==> config.mk <==
export PLATFORM = sky130hd
export DESIGN_NAME = line_memory
export DESIGN_NICKNAME = d
export VERILOG_FILES = /design/src/rtl/line_memory.sv
export SDC_FILE = /design/constraint.sdc
export NUM_CORES = 2
export LEC_CHECK = 0
export ABC_CLOCK_PERIOD_IN_PS = 5630
export BUFFER_PORTS_ARGS = -buffer_cell sky130_fd_sc_hd__buf_2
export CELL_PAD_IN_SITES_DETAIL_PLACEMENT = 2
export CELL_PAD_IN_SITES_GLOBAL_PLACEMENT = 2
export CORE_MARGIN = 2
export CORE_UTILIZATION = 43
export CTS_BUF_LIST = sky130_fd_sc_hd__clkbuf_16
export DETAILED_ROUTE_END_ITERATION = 8
export PLACE_DENSITY = 0.81
export SETUP_SLACK_MARGIN = 0.15
export SKIP_CTS_REPAIR_TIMING = 1
export SLEW_MARGIN = 20
export SYNTH_ARGS = -nofsm -noshare
export SYNTH_HDL_FRONTEND = slang
export SYNTH_SLANG_ARGS = --single-unit
==> constraint.sdc <==
create_clock -name clk -period 5.63 [get_ports clk]
set_clock_uncertainty 0.1 [all_clocks]
set_input_delay 0.8445 -clock clk [delete_from_list [all_inputs] [get_ports clk]]
set_output_delay 0.8445 -clock clk [all_outputs]
set_load 0.1 [all_outputs]
==> src/rtl/line_memory.sv <==
`default_nettype none
// ============================================================================
// Module   : line_memory
// Purpose  : Shared I/D backing store. It serves one 4-word line transfer at
//            a time with a fixed latency, and D has priority over I.
//            Optional per-port transfer counters: LINE_MEMORY_COUNT_EN.
// Revision : 1.0  initial release
// ============================================================================
module line_memory #(
    parameter int    MEM_WORDS = 256,
    parameter int    LATENCY   = 4,
    parameter string INIT_FILE = ""
) (
    input  logic        clk,
    input  logic        reset_n,
    input  logic        i_readM,
    input  logic [15:0] i_addressM,
    output logic [63:0] i_dataM,
    output logic        i_ackM,
    input  logic        d_readM,
    input  logic        d_writeM,
    input  logic [15:0] d_addressM,
    input  logic [63:0] d_wdataM,
    output logic [63:0] d_dataM,
    output logic        d_ackM
`ifdef LINE_MEMORY_COUNT_EN
    ,
    output logic [15:0] i_accessCnt,
    output logic [15:0] d_accessCnt
`endif
);

    localparam int         AW       = $clog2(MEM_WORDS);
    localparam logic [3:0] C_LAT_M1 = 4'(LATENCY - 1);

    typedef enum logic [2:0] {
        S_IDLE   = 3'd0,
        S_BUSY_I = 3'd1,
        S_BUSY_D = 3'd2,
        S_DONE_I = 3'd3,
        S_DONE_D = 3'd4
    } state_t;

    state_t      r_state, w_stateNext;
    logic [3:0]  r_cnt, w_cntNext;
    logic        r_isWrite, w_isWriteNext;
    logic [15:0] r_mem [MEM_WORDS];
    logic [63:0] r_iData, r_dData;
    logic [15:0] w_addr;
    logic [AW-1:0] w_base;
    logic [63:0] w_line;
    logic        w_enterDoneI, w_enterDoneD;

    always_ff @(posedge clk or negedge reset_n) begin
        if (!reset_n) begin
            r_state   <= S_IDLE;
            r_cnt     <= 4'd0;
            r_isWrite <= 1'b0;
        end else begin
            r_state   <= w_stateNext;
            r_cnt     <= w_cntNext;
            r_isWrite <= w_isWriteNext;
        end
    end

    // A dropped request while BUSY aborts before the latency check can complete.
    always_comb begin
        w_stateNext   = r_state;
        w_cntNext     = r_cnt;
        w_isWriteNext = r_isWrite;
        case (r_state)
            S_IDLE: begin
                if (d_readM || d_writeM) begin
                    w_stateNext   = S_BUSY_D;
                    w_cntNext     = C_LAT_M1;
                    w_isWriteNext = d_writeM;
                end else if (i_readM) begin
                    w_stateNext   = S_BUSY_I;
                    w_cntNext     = C_LAT_M1;
                    w_isWriteNext = 1'b0;
                end
            end
            S_BUSY_I: begin
                if (!i_readM)            w_stateNext = S_IDLE;
                else if (r_cnt == 4'd0)  w_stateNext = S_DONE_I;
                else                     w_cntNext   = r_cnt - 4'd1;
            end
            S_BUSY_D: begin
                if (!(d_readM || d_writeM)) w_stateNext = S_IDLE;
                else if (r_cnt == 4'd0)     w_stateNext = S_DONE_D;
                else                        w_cntNext   = r_cnt - 4'd1;
            end
            S_DONE_I, S_DONE_D: w_stateNext = S_IDLE;
            default:            w_stateNext = S_IDLE;
        endcase
    end

    assign w_enterDoneI = (r_state == S_BUSY_I) && (w_stateNext == S_DONE_I);
    assign w_enterDoneD = (r_state == S_BUSY_D) && (w_stateNext == S_DONE_D);

    // Upper address bits beyond the array depth wrap silently.
    assign w_addr = (r_state == S_BUSY_I) ? i_addressM : d_addressM;
    assign w_base = w_addr[AW-1:0] & ~AW'(3);

    always_comb begin
        w_line = '0;
        for (int k = 0; k < 4; k++) begin
            w_line[16*k +: 16] = r_mem[w_base | AW'(k)];
        end
    end

    always_ff @(posedge clk) begin
        if (w_enterDoneD && r_isWrite) begin
            for (int k = 0; k < 4; k++) begin
                r_mem[w_base | AW'(k)] <= d_wdataM[16*k +: 16];
            end
        end
    end

    always_ff @(posedge clk or negedge reset_n) begin
        if (!reset_n) begin
            r_iData <= 64'd0;
            r_dData <= 64'd0;
        end else begin
            if (w_enterDoneI)                r_iData <= w_line;
            if (w_enterDoneD && !r_isWrite) r_dData <= w_line;
        end
    end

    assign i_dataM = r_iData;
    assign d_dataM = r_dData;
    assign i_ackM  = (r_state == S_DONE_I);
    assign d_ackM  = (r_state == S_DONE_D);

`ifdef LINE_MEMORY_COUNT_EN
    logic [15:0] r_iCnt, r_dCnt;

    always_ff @(posedge clk or negedge reset_n) begin
        if (!reset_n) begin
            r_iCnt <= 16'd0;
            r_dCnt <= 16'd0;
        end else begin
            if (w_enterDoneI) r_iCnt <= r_iCnt + 16'd1;
            if (w_enterDoneD) r_dCnt <= r_dCnt + 16'd1;
        end
    end

    assign i_accessCnt = r_iCnt;
    assign d_accessCnt = r_dCnt;
`endif

endmodule
`default_nettype wire
==> results of run 1 <==
[logic make-up after synthesis]
kind of cell | synth area share, %
compound gates | 11.4
fa+ha+maj | 0.0161
buf+inv | 1.58
mux | 1.78
simple gates | 4.09
flops | 81.1
xor+xnor | 0.0169
[per-stage QoR]
step	instance area [µm²]	hold slack [ns]	setup TNS, ns	setup slack (ns)
floorplan	156000	0.406	-255.18	-0.119
global placement	166000	0.370	0	0.246
==> out/qor.yml, run 1 <==
synthTopCellsByArea: "edfxtp_1, a22oi_1, a21oi_1, nand2_1, dfrtp_1"
post-dp-hpwl_mm: 431
synth_nets: 9191
synth_edf_count: 4096
status: "aborted with a tool error"
firstError: "[ERROR DPL-0033] detailed placement checks failed during check placement."
synthFlopType: "edfxtp_1"
ys_seq_area_share_pct: 81.1
ys_types: 59
synth_top_area_share_pct: 78.9
yosysMostFrequentCell: "edfxtp_1"
start_util_pct: 43.1
chipWidth_um: 606
die_h_um: 606
postSynthCellCount: 9088
pin_count: 231
ys_ff_latch: 4232
postSynth.asyncResetShare_pct: 3.21
ys_top_cells_by_count: "edfxtp_1, a22oi_1, nand2_1, a21oi_1, clkbuf_1"
ys_warn_count: 0
synth_top_area_cell: "edfxtp_1"
portBuffers: 210
syn_area_per_cell_um2: 17.1
gp_congestion: 0.821
core.rowCount: 221
netlist_area_mm2: 0.156
failing_step: "detailed placement (3_5_place_dp)"
==> inputs of run 2 (changes only) <==
Settings changed: ABC_CLOCK_PERIOD_IN_PS 5630 to 7320, CELL_PAD_IN_SITES_DETAIL_PLACEMENT 2 to not set, CELL_PAD_IN_SITES_GLOBAL_PLACEMENT 2 to not set, CORE_UTILIZATION 43 to 40, CTS_BUF_LIST sky130_fd_sc_hd__clkbuf_16 to not set, PLACE_DENSITY 0.81 to not set, PLACE_DENSITY_LB_ADDON set to 0.15, SETUP_SLACK_MARGIN 0.15 to not set.
Clock period 5.63 ns to 7.32 ns, I/O delays scaled along.
==> run 2 against run 1 <==
  * The flow now finishes without violations
  * Area after synthesis unchanged
  * Synthesized cell count unchanged
==> out/qor.yml, run 2 <==
status: "completed"
post-dp-hpwl_mm: 266
reg2reg_depth: 9
ir_drop_mv: 0.382
root_buffer: "clkbuf_16"
power_leakage_nw: 56.5
setup.worst_path.start: "r_state[1]$_DFF_PN0_"
start_kind: "register"
pin_count: 231
path_cells: "or3b_2 > mux2_8 > buf_4 > a22o_1 > a221oi_1 > a31oi_1 > nor4_1 > nand4_1 > mux2_2"
crit_required_ns: 8.04
fin_tns_setup_ns: 0
synth_nets: 9191
clk_path_buf_depth: 4
end_kind: "register"
chipWidth_um: 628
grt_util_all_layers_pct: 24.2
pre_cts_ws_ns: 1.54
ys_top_cells_by_count: "edfxtp_1, a22oi_1, nand2_1, a21oi_1, clkbuf_1"
postSynthCellCount: 9088
synthTopCellsByArea: "edfxtp_1, a22oi_1, a21oi_1, nand2_1, dfrtp_1"
synth_top_area_cell: "edfxtp_1"
cts_made_buffers: 424
antenna_found_initial: 37
gp_congestion: 0.805
finalCritPeriodShare_pct: 78.2
ys_warn_count: 0
worstReg2RegStart: "r_state[1]$_DFF_PN0_"
grt_start_max_net_pins: 172
vias: 90300
clock-sinks: 4232
slowest_stage: "nor4_1"
arrival_ns: 6.45
post-route-drc-count: 0
cts_tree: "built"
die_h_um: 628
core_region_area_mm2: 0.389
ys_ff_latch: 4232
synthFlopType: "edfxtp_1"
cp.depth: 9
first_iter_violations: 11000
min_period_ns: 5.72
drv_cap: 0
crit_buf_inv: 1
rr_endpoint: "d_dataM[15]$_DFFE_PN0P_"
dr.pass1.iters: 9
ant_nets: 0
final_cell_area_mm2: 0.179
synth_edf_count: 4096
grt_pass1_vias: 87400
regMostFlops: "r_mem"
hold_viol: 0
largest_reg_flops: 4096
post_drt_wl_per_cell_um: 32.8
core.rowCount: 229
grt_remaining_overflow: 0
max_stage_delay_ns: 0.91
setup_violations: 0
cp_max_fo: 47
hold_path.class: "in2async"
drt-vias-per-instance: 5.99
ys_types: 59
final_cell_mix: "edfxtp_1, a22oi_1, nand2_1, a21oi_1, clkbuf_16"
nets: 9608
h-tree-depth: 5
clk_pin_slew_ns: 0.06
p_per_area_mw_per_mm2: 292
syn_area_per_cell_um2: 17.1
dieArea_mm2: 0.395
critical_path_class: "reg2reg"
endpoint: "d_dataM[15]$_DFFE_PN0P_"
fmax_ghz: 0.175
postSynth.asyncResetShare_pct: 3.21
drive_gt1_share_pct: 13.8
drt-total-wl_mm: 493
holdWs_ns: 0.00986
clk_latency_ns: 0.97
slew_headroom_pct: 11.5
synth_top_area_share_pct: 78.9
netlist_area_mm2: 0.156
ys_seq_area_share_pct: 81.1
slew_violations: 0
portBuffers: 210
r2r_setup_slack_ns: 1.60
area_delta_synth_final_pct: 15.0
grt_pass1_wl_mm: 683
cp_top_family: "simple AND/OR/NAND/NOR gates"
setup_ws_ns: 1.60
dpl_cell_area_mm2: 0.166
yosysMostFrequentCell: "edfxtp_1"
start_util_pct: 40.1
rsz0062_at_grt: "false"
worst_pin_slew_ns: 1.32
final_common_cell: "edfxtp_1"
==> run 2: cell counts after synthesis <==
No cell type changed its count.
==> run 2: worst min-delay path by stage <==
stage	slack (ns)	endpoint	cells after the start
after floorplan	0.41	r_cnt[3]$_DFFE_PN0P_	2
after detailed placement	0.37	i_dataM[17]$_DFFE_PN0P_	2
after CTS	-0.05	d_dataM[0]$_DFFE_PN0P_	1
after global placement	0.36	i_dataM[22]$_DFFE_PN0P_	2
final	0.01	i_dataM[0]$_DFFE_PN0P_	1
after global routing	0.02	i_dataM[0]$_DFFE_PN0P_	1
==> run 2: routing by layer <==
layer | up-vias | GRT usage (%) | share of wire [%]
met4 | 20 | 5.62 | 2.4
met5 | - | 0 | 0.026
met3 | 623 | 3.56 | 7.5
li1 | 37900 | - | -
met1 | 47900 | 33.0 | 41
met2 | 3847 | 41.0 | 49
==> run 2: layout make-up <==
cell class	instances	area (µm²)
Inverter	5	18.8
Antenna cell	12	30.0
Timing Repair Buffer	580	5080
Sequential cell	4232	126000
Tap cell	5197	6500
Clock buffer	531	11200
Fill cell	33200	209000
Multi-Input combinational cell	4262	27800
Clock inverter	241	2080
==> run 2: report_power, final <==
group	leakage, nW	internal, W	switching (W)	total, W
registers	38.6	0.0268	0.000151	0.0269
clock network	6.48	0.0119	0.00913	0.0210
logic	11.4	0.000874	0.00344	0.00431
==> run 2: per-stage QoR <==
stage | util, % | total power [W] | cells
floorplan | - | 0.0302 | 9088
global placement | 42.6 | 0.0317 | 14300
detailed placement | 42.6 | 0.0318 | 14300
CTS | 46.0 | 0.0526 | 15000
global route | 46.1 | 0.0538 | 15000
finish | 46.1 | 0.0523 | 15100
==> run 2: kinds of logic after synthesis <==
group	after synthesis	share of synthesized area, %
compound gates	2553	11.4
xor+xnor	3	0.0169
fa+ha+maj	2	0.0161
buf+inv	594	1.58
flops	4232	81.1
mux	263	1.78
simple gates	1441	4.09
==> run 2: worst reg2reg max path, delay by kind of cell, from the launching register on <==
kind | cells | cell delay, ns
and+or+nand+nor | 3 | 2.58
DFF | 1 | 0.50
muxes | 2 | 1.25
AOI/OAI and AO/OA | 3 | 0.62
buffers and inverters | 1 | 0.53
Note: power is estimated with default switching activity, not from simulation.
